==> src/rtl/store_fence_ctrl.sv <==
// Store fence controller.
// Tracks granted-but-unacknowledged stores, throttles store issue at
// MAX_OUTSTANDING, and sequences a fence: stop granting, wait for the
// outstanding count to drain to zero, optionally request a data-cache
// flush, then pulse fence_done_o for one cycle.
//
// Handshake semantics: a store is transferred in a cycle where
// st_req_i && st_gnt_o; st_req_i is a request level and carries no
// commitment to hold, and st_gnt_o is combinational from it. st_ack_i
// is a one-cycle completion pulse for one outstanding store. fence_i is a
// pulse sampled only while idle. flush_req_o is a level held until the
// cycle in which flush_ack_i is seen high.
module store_fence_ctrl #(
    parameter int MAX_OUTSTANDING = 7,
    parameter bit FLUSH_ON_FENCE  = 1'b0,
    localparam int CNT_W          = $clog2(MAX_OUTSTANDING + 1)
) (
    input  logic             clk_i,
    input  logic             rst_ni,
    input  logic             st_req_i,
    output logic             st_gnt_o,
    input  logic             st_ack_i,
    input  logic             fence_i,
    output logic             fence_busy_o,
    output logic             fence_done_o,
    output logic             flush_req_o,
    input  logic             flush_ack_i,
    output logic [CNT_W-1:0] outstanding_o,
    output logic             underflow_o,
    output logic [1:0]       fence_state_o
);

    typedef enum logic [1:0] {
        IDLE  = 2'd0,
        DRAIN = 2'd1,
        FLUSH = 2'd2,
        DONE  = 2'd3
    } state_e;

    localparam logic [CNT_W-1:0] MAX_CNT = CNT_W'(MAX_OUTSTANDING);
    localparam logic [CNT_W-1:0] CNT_ONE = CNT_W'(1);

    state_e           state_q;
    state_e           state_d;
    logic [CNT_W-1:0] cnt_q;
    logic [CNT_W-1:0] cnt_d;
    logic             underflow_q;
    logic             cnt_full;
    logic             cnt_zero;
    logic             ack_take;
    logic             ack_underflow;

    assign cnt_full = (cnt_q >= MAX_CNT);
    assign cnt_zero = (cnt_q == '0);

    // An acknowledge only retires a store when one is actually outstanding.
    assign ack_take      = st_ack_i && !cnt_zero;
    assign ack_underflow = st_ack_i && cnt_zero && !st_gnt_o;

    // Grant only while idle; a same-cycle ack frees a slot when full. Reset
    // gates the grant so nothing is issued while rst_ni is low.
    always_comb begin
        st_gnt_o = 1'b0;
        if (rst_ni && st_req_i && (state_q == IDLE) && (!cnt_full || st_ack_i)) begin
            st_gnt_o = 1'b1;
        end
    end

    // Next outstanding count: +1 on grant, -1 on a retiring ack.
    always_comb begin
        cnt_d = cnt_q;
        if (st_gnt_o && !ack_take) begin
            cnt_d = cnt_q + CNT_ONE;
        end else if (!st_gnt_o && ack_take) begin
            cnt_d = cnt_q - CNT_ONE;
        end
    end

    // Outstanding count register.
    always_ff @(posedge clk_i or negedge rst_ni) begin
        if (!rst_ni) begin
            cnt_q <= '0;
        end else begin
            cnt_q <= cnt_d;
        end
    end

    // Sticky underflow flag, cleared only by reset.
    always_ff @(posedge clk_i or negedge rst_ni) begin
        if (!rst_ni) begin
            underflow_q <= 1'b0;
        end else if (ack_underflow) begin
            underflow_q <= 1'b1;
        end
    end

    // Fence state register.
    always_ff @(posedge clk_i or negedge rst_ni) begin
        if (!rst_ni) begin
            state_q <= IDLE;
        end else begin
            state_q <= state_d;
        end
    end

    // Fence sequencing: drain on the registered count, then optional flush.
    always_comb begin
        state_d = state_q;
        unique case (state_q)
            IDLE: begin
                if (fence_i) begin
                    state_d = DRAIN;
                end
            end
            DRAIN: begin
                if (cnt_zero) begin
                    state_d = FLUSH_ON_FENCE ? FLUSH : DONE;
                end
            end
            FLUSH: begin
                if (flush_ack_i) begin
                    state_d = DONE;
                end
            end
            DONE: begin
                state_d = IDLE;
            end
            default: begin
                state_d = IDLE;
            end
        endcase
    end

    assign fence_busy_o  = (state_q != IDLE);
    assign fence_done_o  = (state_q == DONE);
    assign flush_req_o   = (state_q == FLUSH);
    assign outstanding_o = cnt_q;
    assign underflow_o   = underflow_q;
    assign fence_state_o = state_q;

    // The count must stay within 0..MAX_OUTSTANDING.
    a_cnt_bound: assert property (@(posedge clk_i) disable iff (!rst_ni)
        cnt_q <= MAX_CNT);

    // Completion is a single-cycle pulse.
    a_done_pulse: assert property (@(posedge clk_i) disable iff (!rst_ni)
        fence_done_o |=> !fence_done_o);

    // No stores are issued while a fence is in progress.
    a_no_gnt_busy: assert property (@(posedge clk_i) disable iff (!rst_ni)
        fence_busy_o |-> !st_gnt_o);

    // A flush is only requested when the variant asks for one.
    a_flush_cfg: assert property (@(posedge clk_i) disable iff (!rst_ni)
        flush_req_o |-> FLUSH_ON_FENCE);

endmodule

==> config.mk <==
export PLATFORM = sky130hd
export DESIGN_NAME = store_fence_ctrl
export DESIGN_NICKNAME = d
export VERILOG_FILES = /design/src/rtl/store_fence_ctrl.sv
export SDC_FILE = /design/constraint.sdc
export NUM_CORES = 1
export LEC_CHECK = 0
export CORE_AREA = 2 2 39 41
export CTS_CLUSTER_SIZE = 16
export DETAILED_ROUTE_END_ITERATION = 6
export DIE_AREA = 0 0 41 43
export SETUP_SLACK_MARGIN = 0.3
export SLEW_MARGIN = 20
export SYNTH_ARGS = -nofsm -noshare
export SYNTH_HDL_FRONTEND = slang
export SYNTH_SLANG_ARGS = --single-unit
==> constraint.sdc <==
create_clock -name clk_i -period 2.3 [get_ports clk_i]
set_clock_uncertainty 0.1 [all_clocks]
set_input_delay 0.575 -clock clk_i [delete_from_list [all_inputs] [get_ports clk_i]]
set_output_delay 0.575 -clock clk_i [all_outputs]
set_load 0.05 [all_outputs]
==> results of run 1 <==
==> through the flow <==
step / setup slack, ns / std cells / util, % / hold WS, ns
after global placement: -0.196 / 68 / 47.9 / 0.349
after global routing: 0.0855 / 80 / 53.9 / 0.332
after detailed placement: -0.234 / 68 / 47.9 / 0.412
after floorplan: -0.153 / 33 / - / 0.179
after CTS: 0.139 / 76 / 51.7 / 0.328
final: 0.164 / 80 / 53.9 / 0.330
==> worst min path at each step <==
stage	start	to	slack [ns]	cells past startpoint
finish	rst_ni	outstanding_o[1]	0.33	2
global route	rst_ni	outstanding_o[1]	0.33	2
CTS	rst_ni	fence_state_o[1]	0.33	2
detailed placement	underflow_o	underflow_o	0.41	1
global placement	underflow_o	underflow_o	0.35	1
floorplan	rst_ni	fence_state_o[0]	0.18	0
==> layer usage <==
layer	share of wire (%)	vias to the layer above	track usage (%)
met2	57	15	25.0
li1	-	171	-
met1	36	149	14.8
met5	0	-	0
met4	0	0	6.00
met3	7.1	0	4.71
==> state kept, by name, indices dropped and copies added (netlist names) <==
name           cells
fence_state_o      2
underflow_o        1
outstanding_o      3
==> worst max-delay path, cell delays in order (launching register included) <==
cell	delay [ns]
sky130_fd_sc_hd__dfrtp_2	0.42
sky130_fd_sc_hd__inv_2	0.08
sky130_fd_sc_hd__ha_4	0.15
sky130_fd_sc_hd__nand3_4	0.08
sky130_fd_sc_hd__a41oi_4	0.22
sky130_fd_sc_hd__buf_6	0.14
sky130_fd_sc_hd__buf_12	0.12
==> logic make-up (layout without fill, tap and decap cells) <==
| family | Yosys count | in the layout | synth area share (%) |
|---|---|---|---|
| adders and majority gates | 7 | 7 | 24.1 |
| DFF | 6 | 6 | 38.1 |
| buffers and inverters | 6 | 37 | 5.71 |
| and+or+nand+nor | 5 | 5 | 7.93 |
| AOI/OAI and AO/OA | 3 | 3 | 8.25 |
| xor gates and xnor gates | 3 | 3 | 6.67 |
| muxes | 3 | 3 | 9.21 |
==> area by class of cell <==
type	instances	area, sq um	share of cell area [%]
multi-input cells	21	280	37.6
repair buffers	27	244	32.7
flip-flops and latches	6	153	20.5
clock buffers	4	26.3	3.52
inverters	6	22.5	3.02
well taps	16	20.0	2.68
==> repair_timing <==
item / 4_1_cts / 5_1_grt
pin swaps: 2 / 2
setup buffers: 4 / 4
setup endpoints to repair: 6 / 3
cloned: 0 / 0
resized for setup: 8 / 0
==> cell usage in the layout (no fill, tap or decap), drive strengths merged <==
cell type / instances
inv: 6
a41oi: 1
nor3: 1
dfrtp: 6
clkdlybuf4s50: 2
ha: 6
xor2: 2
buf: 19
nor2: 1
xnor2: 1
o221ai: 1
clkbuf: 4
a31o: 1
mux2: 2
nand2b: 2
dlygate4sd2: 6
fa: 1
mux2i: 1
nand3: 1
==> metrics.json, run 1 <==
{
  "dp_hpwl_um": 810,
  "drcViolationCount": 0,
  "ctsLongestPathBuffers": 2,
  "critical_path_arrival_ns": 1.46,
  "post-synth-top-area-fraction_pct": 38.1,
  "grt_antenna_before_repair": 0,
  "synth-edff-count": 0,
  "clock_tree_from_tritoncts": "built",
  "synth.yosys.warnings": 0,
  "critical_path.startpoint_type": "flop",
  "drv.max_cap_violation_count": 0,
  "netlist-cell-type-count": 16,
  "drive_above_1_share_pct": 59.4,
  "synth_nets": 46,
  "critical_path.endpoint": "st_gnt_o",
  "routedWlPerCell_um": 12.7,
  "final_antenna_net_count": 0,
  "hold_violations_final": 0,
  "post-route-period-util_pct": 92.9,
  "die_area_sq_um": 1760,
  "io_buffers": 15,
  "timing.final.crit_period_ns": 2.14,
  "crit_path_from": "fence_state_o[1]",
  "antenna_cells_inserted": 0,
  "cts.sinks": 6,
  "unrepaired_setup_endpoints_after_global_routing": "true",
  "cts_root_buf": "sky130_fd_sc_hd__clkbuf_4",
  "synth_seq_cells": 6,
  "initial_utilization_pct": 28.5,
  "synth-seq-area-share_pct": 38.1,
  "synth.top_cells.by_count": "sky130_fd_sc_hd__dfrtp_1, sky130_fd_sc_hd__ha_1, sky130_fd_sc_hd__inv_1, sky130_fd_sc_hd__nand2b_1, sky130_fd_sc_hd__xor2_1",
  "ctsHtreeMaxLevel": 1,
  "synth_area_leaders": "sky130_fd_sc_hd__dfrtp_1, sky130_fd_sc_hd__ha_1, sky130_fd_sc_hd__inv_1",
  "report.final.setup_viol": 0,
  "run_status": "complete, no violations",
  "floorplan.die.height_um": 43,
  "max_slew_margin_pct": 67.2,
  "fill_cells": 124,
  "critical_path.reg2reg.endpoint": "outstanding_o[2]",
  "mapped_avg_cell_area_sq_um": 11.9,
  "dr.first_iter.drc_count": 6,
  "flow.area_growth_from_synthesis_pct": 89.2,
  "overflow": 0,
  "drt-pass1-iter-count": 4,
  "cp-end-kind": "output pin",
  "fmax_ghz": 0.468,
  "setup_tns_ns": 0,
  "postLayoutCellArea_sq_um": 746,
  "dominantRegCellSynth": "sky130_fd_sc_hd__dfrtp_1",
  "place_area_sq_um": 663,
  "tritoncts.num_buffers": 3,
  "placement_rows": 14,
  "routed_via_density": 4.19,
  "insertion_delay_ns": 0.24,
  "grt_pass1_wl_mm": 1.64,
  "slew_violations": 0,
  "r2r_slack_ns": 0.23,
  "worst_ep_required_time_ns": 1.62,
  "vias": 335,
  "worst-path-max-fanout": 3,
  "design.core.area_sq_um": 1380,
  "post_cts_hold_buffer_count": 0,
  "setup.worst_path.class": "reg -> out",
  "max_slew.worst_pin.slew_ns": 0.493,
  "number_of_global_route_vias_before_repair": 364,
  "grt_start_max_net_pins": 7,
  "synth.largest_area_cell": "sky130_fd_sc_hd__dfrtp_1",
  "cts.reportedPaths.clkPinSlew_ns": 0.05,
  "gp_routability_congestion": 0.621,
  "netlist_area_sq_um": 394,
  "design.portCount": 16,
  "die_width_um": 41,
  "gr-usage-all-layers_pct": 14.4,
  "wl_mm": 1.01,
  "design.final.nets": 78,
  "reg2reg_from": "fence_state_o[1]",
  "hold_path_class": "in -> async",
  "postSynthCellCount": 33,
  "synthArstFlopShare_pct": 100,
  "worst-r2r-cell-count": 10
}
Power of run 1 is not shown: default switching activity piles up to over one toggle a cycle in this logic, so the estimate is an artifact.
==> run 2, diff against run 1 <==
- CELL_PAD_IN_SITES_DETAIL_PLACEMENT: not set -> 2
- CELL_PAD_IN_SITES_GLOBAL_PLACEMENT: not set -> 2
- CORE_AREA: 2 2 39 41 -> not set
- CORE_UTILIZATION: not set -> 24
- DIE_AREA: 0 0 41 43 -> not set
- PLACE_DENSITY_LB_ADDON: not set -> 0.1
- SKIP_LAST_GASP: not set -> 1
==> metrics.json, run 2 (synthesis results as in run 1) <==
{
  "run_status": "complete, no violations",
  "final_cells": {"value": 80, "change": "unchanged"},
  "drv.max_cap_violation_count": {"value": 0, "change": "unchanged"},
  "vias": {"value": 360, "change": "+7.5%"},
  "max_slew.worst_pin.slew": {"value": 0.488, "unit": "ns", "change": "-0.00497 ns"},
  "gr-usage-all-layers": {"value": 16.9, "unit": "%", "change": "+2.5 points"},
  "fill_cells": {"value": 154, "change": "+24%"},
  "die_width": {"value": 42.5, "unit": "um", "change": "+3.7%"},
  "tritoncts.num_buffers": {"value": 3, "change": "unchanged"},
  "number_of_global_route_vias_before_repair": {"value": 424, "change": "+16%"},
  "reg2reg_from": "fence_state_o[0]",
  "slew_violations": {"value": 0, "change": "unchanged"},
  "worst-r2r-cell-count": {"value": 10, "change": "unchanged"},
  "final_antenna_net_count": {"value": 0, "change": "unchanged"},
  "wl": {"value": 1.31, "unit": "mm", "change": "+29%"},
  "hold_violations_final": {"value": 0, "change": "unchanged"},
  "cts_root_buf": "sky130_fd_sc_hd__clkbuf_4",
  "grt_pass1_wl": {"value": 2.16, "unit": "mm", "change": "+32%"},
  "post_placement_cell_count": {"value": 68, "change": "unchanged"},
  "critical_path.reg2reg.endpoint": "outstanding_o[2]",
  "drt-pass1-iter-count": {"value": 2, "change": "-2"},
  "largest_register_ff_count": {"value": 3, "change": "unchanged"},
  "ctsLongestPathBuffers": {"value": 2, "change": "unchanged"},
  "routed_via_density": {"value": 4.50, "change": "+7.5%"},
  "critical_path_arrival": {"value": 2.23, "unit": "ns", "change": "+0.77 ns"},
  "floorplan.die.height": {"value": 42.5, "unit": "um", "change": "-1.1%"},
  "grt_antenna_before_repair": {"value": 0, "change": "unchanged"},
  "final_common_cell": "sky130_fd_sc_hd__buf_4",
  "drive_above_1_share": {"value": 62.5, "unit": "%", "change": "+3.1 points"},
  "critical_path.startpoint_type": "flop",
  "antenna_cells_inserted": {"value": 0, "change": "unchanged"},
  "r2r_slack": {"value": 0.13, "unit": "ns", "change": "-0.10 ns"},
  "fmax": {"value": 0.462, "unit": "GHz", "change": "-1.4%"},
  "design.portCount": {"value": 16, "change": "unchanged"},
  "timing.final.crit_period": {"value": 2.17, "unit": "ns", "change": "+0.0303 ns"},
  "grt_start_max_net_pins": {"value": 7, "change": "unchanged"},
  "insertion_delay": {"value": 0.25, "unit": "ns", "change": "about the same"},
  "cts.sinks": {"value": 6, "change": "unchanged"},
  "clock_tree_from_tritoncts": "built",
  "die_area": {"value": 1810, "unit": "sq um", "change": "+2.6%"},
  "hold_path_class": "in -> async",
  "dr.first_iter.drc_count": {"value": 2, "change": "-4"},
  "gp_routability_congestion": {"value": 0.674, "change": "+8.6%"},
  "initial_utilization": {"value": 25.9, "unit": "%", "change": "-2.6 points"},
  "fin_util": {"value": 50.2, "unit": "%", "change": "-3.6 points"},
  "unrepaired_setup_endpoints_after_global_routing": "true",
  "design.core.area": {"value": 1520, "unit": "sq um", "change": "+10%"},
  "max_slew_margin": {"value": 67.6, "unit": "%", "change": "+0.33 points"},
  "flow.area_growth_from_synthesis_pct": 94.3,
  "worst_ep_required_time": {"value": 2.36, "unit": "ns", "change": "+0.74 ns"},
  "drcViolationCount": {"value": 0, "change": "unchanged"},
  "dp_hpwl": {"value": 933, "unit": "um", "change": "+15%"},
  "cp-end-kind": "flop",
  "overflow": {"value": 0, "change": "unchanged"},
  "setup.worst_path.class": "reg -> reg",
  "setup_tns": {"value": 0, "unit": "ns", "change": "unchanged"},
  "highest_count_cells_in_the_layout_ignoring_fill_and_taps": "sky130_fd_sc_hd__buf_4, sky130_fd_sc_hd__dlygate4sd2_1, sky130_fd_sc_hd__dfrtp_1",
  "placement_rows": {"value": 14, "change": "unchanged"},
  "cts.reportedPaths.clkPinSlew": {"value": 0.05, "unit": "ns", "change": "about the same"},
  "post-route-period-util": {"value": 94.2, "unit": "%", "change": "+1.3 points"},
  "design.final.nets": {"value": 78, "change": "unchanged"},
  "worst-path-max-fanout": {"value": 2, "change": "-1"},
  "io_buffers": {"value": 15, "change": "unchanged"},
  "ctsHtreeMaxLevel": {"value": 1, "change": "unchanged"},
  "report.final.setup_viol": {"value": 0, "change": "unchanged"},
  "routedWlPerCell": {"value": 16.4, "unit": "um", "change": "+29%"}
}
==> run 2: cell types whose count changed in the layout (fill, tap and decap cells not counted) <==
cell                            delta
sky130_fd_sc_hd__buf_4             -2
sky130_fd_sc_hd__buf_6             +2
sky130_fd_sc_hd__buf_12            -1
sky130_fd_sc_hd__buf_8             +1
sky130_fd_sc_hd__clkbuf_2          +1
sky130_fd_sc_hd__dlygate4sd2_1     -1
sky130_fd_sc_hd__ha_1              -1
sky130_fd_sc_hd__ha_4              +1
sky130_fd_sc_hd__inv_2             -1
sky130_fd_sc_hd__inv_4             +1
sky130_fd_sc_hd__nor3_2            -1
sky130_fd_sc_hd__nor3_4            +1
==> run 2: per-layer routing <==
layer,GRT usage (%),wire (um),vias to the layer above,share of wire (%)
li1,-,-,173,-
met1,19.4,467,180,36
met2,28.0,796,7,61
met3,4.74,49,0,3.7
met4,9.38,0,0,0
met5,0,0,-,0
==> run 2: worst max-delay path, cell delays in order, from the launching register on <==
cell and delay, ns:
sky130_fd_sc_hd__dfrtp_2 0.42, sky130_fd_sc_hd__inv_4 0.08, sky130_fd_sc_hd__ha_4 0.15, sky130_fd_sc_hd__nand3_4 0.07, sky130_fd_sc_hd__a41oi_4 0.23, sky130_fd_sc_hd__ha_4 0.17
sky130_fd_sc_hd__inv_2 0.04, sky130_fd_sc_hd__fa_2 0.32, sky130_fd_sc_hd__xor2_1 0.15, sky130_fd_sc_hd__nor2_1 0.16, sky130_fd_sc_hd__xor2_1 0.19
==> run 2: through the flow <==
| stage | cell area, sq um | hold slack, ns | worst slack (ns) |
|---|---|---|---|
| floorplan | 455 | 0.179 | -0.153 |
| global placement | 651 | 0.349 | -0.214 |
| detailed placement | 651 | 0.357 | -0.328 |
| CTS | 728 | 0.330 | 0.144 |
| global route | 766 | 0.339 | 0.0306 |
| finish | 766 | 0.327 | 0.134 |
==> run 2: cell type report <==
class                           instances  area, sq um  share of cell area [%]
Tap cell                               16         20.0                    2.61
Multi-Input combinational cell         21          299                    39.1
Timing Repair Buffer                   27          243                    31.7
Clock buffer                            4         26.3                    3.43
Inverter                                6         25.0                    3.27
Sequential cell                         6          153                    19.9
==> run 2: repair_timing <==
item,in CTS,in global routing
hold endpoints to repair,0,0
setup endpoints to repair,6,5
setup buffers,7,1
pin swaps,5,2
hold buffers,0,0
gates resized for setup,9,9
==> run 2: worst max-delay path by stage <==
stage / from / end / slack (ns) / cells after the start
finish: fence_state_o[0] / outstanding_o[2] / 0.13 / 10
global route: fence_state_o[1] / outstanding_o[2] / 0.03 / 10
CTS: fence_state_o[0] / st_gnt_o / 0.14 / 6
detailed placement: rst_ni / outstanding_o[2] / -0.33 / 9
global placement: rst_ni / outstanding_o[2] / -0.21 / 9
floorplan: fence_state_o[1] / outstanding_o[2] / -0.15 / 10
Power of run 2 is left out for the same reason.
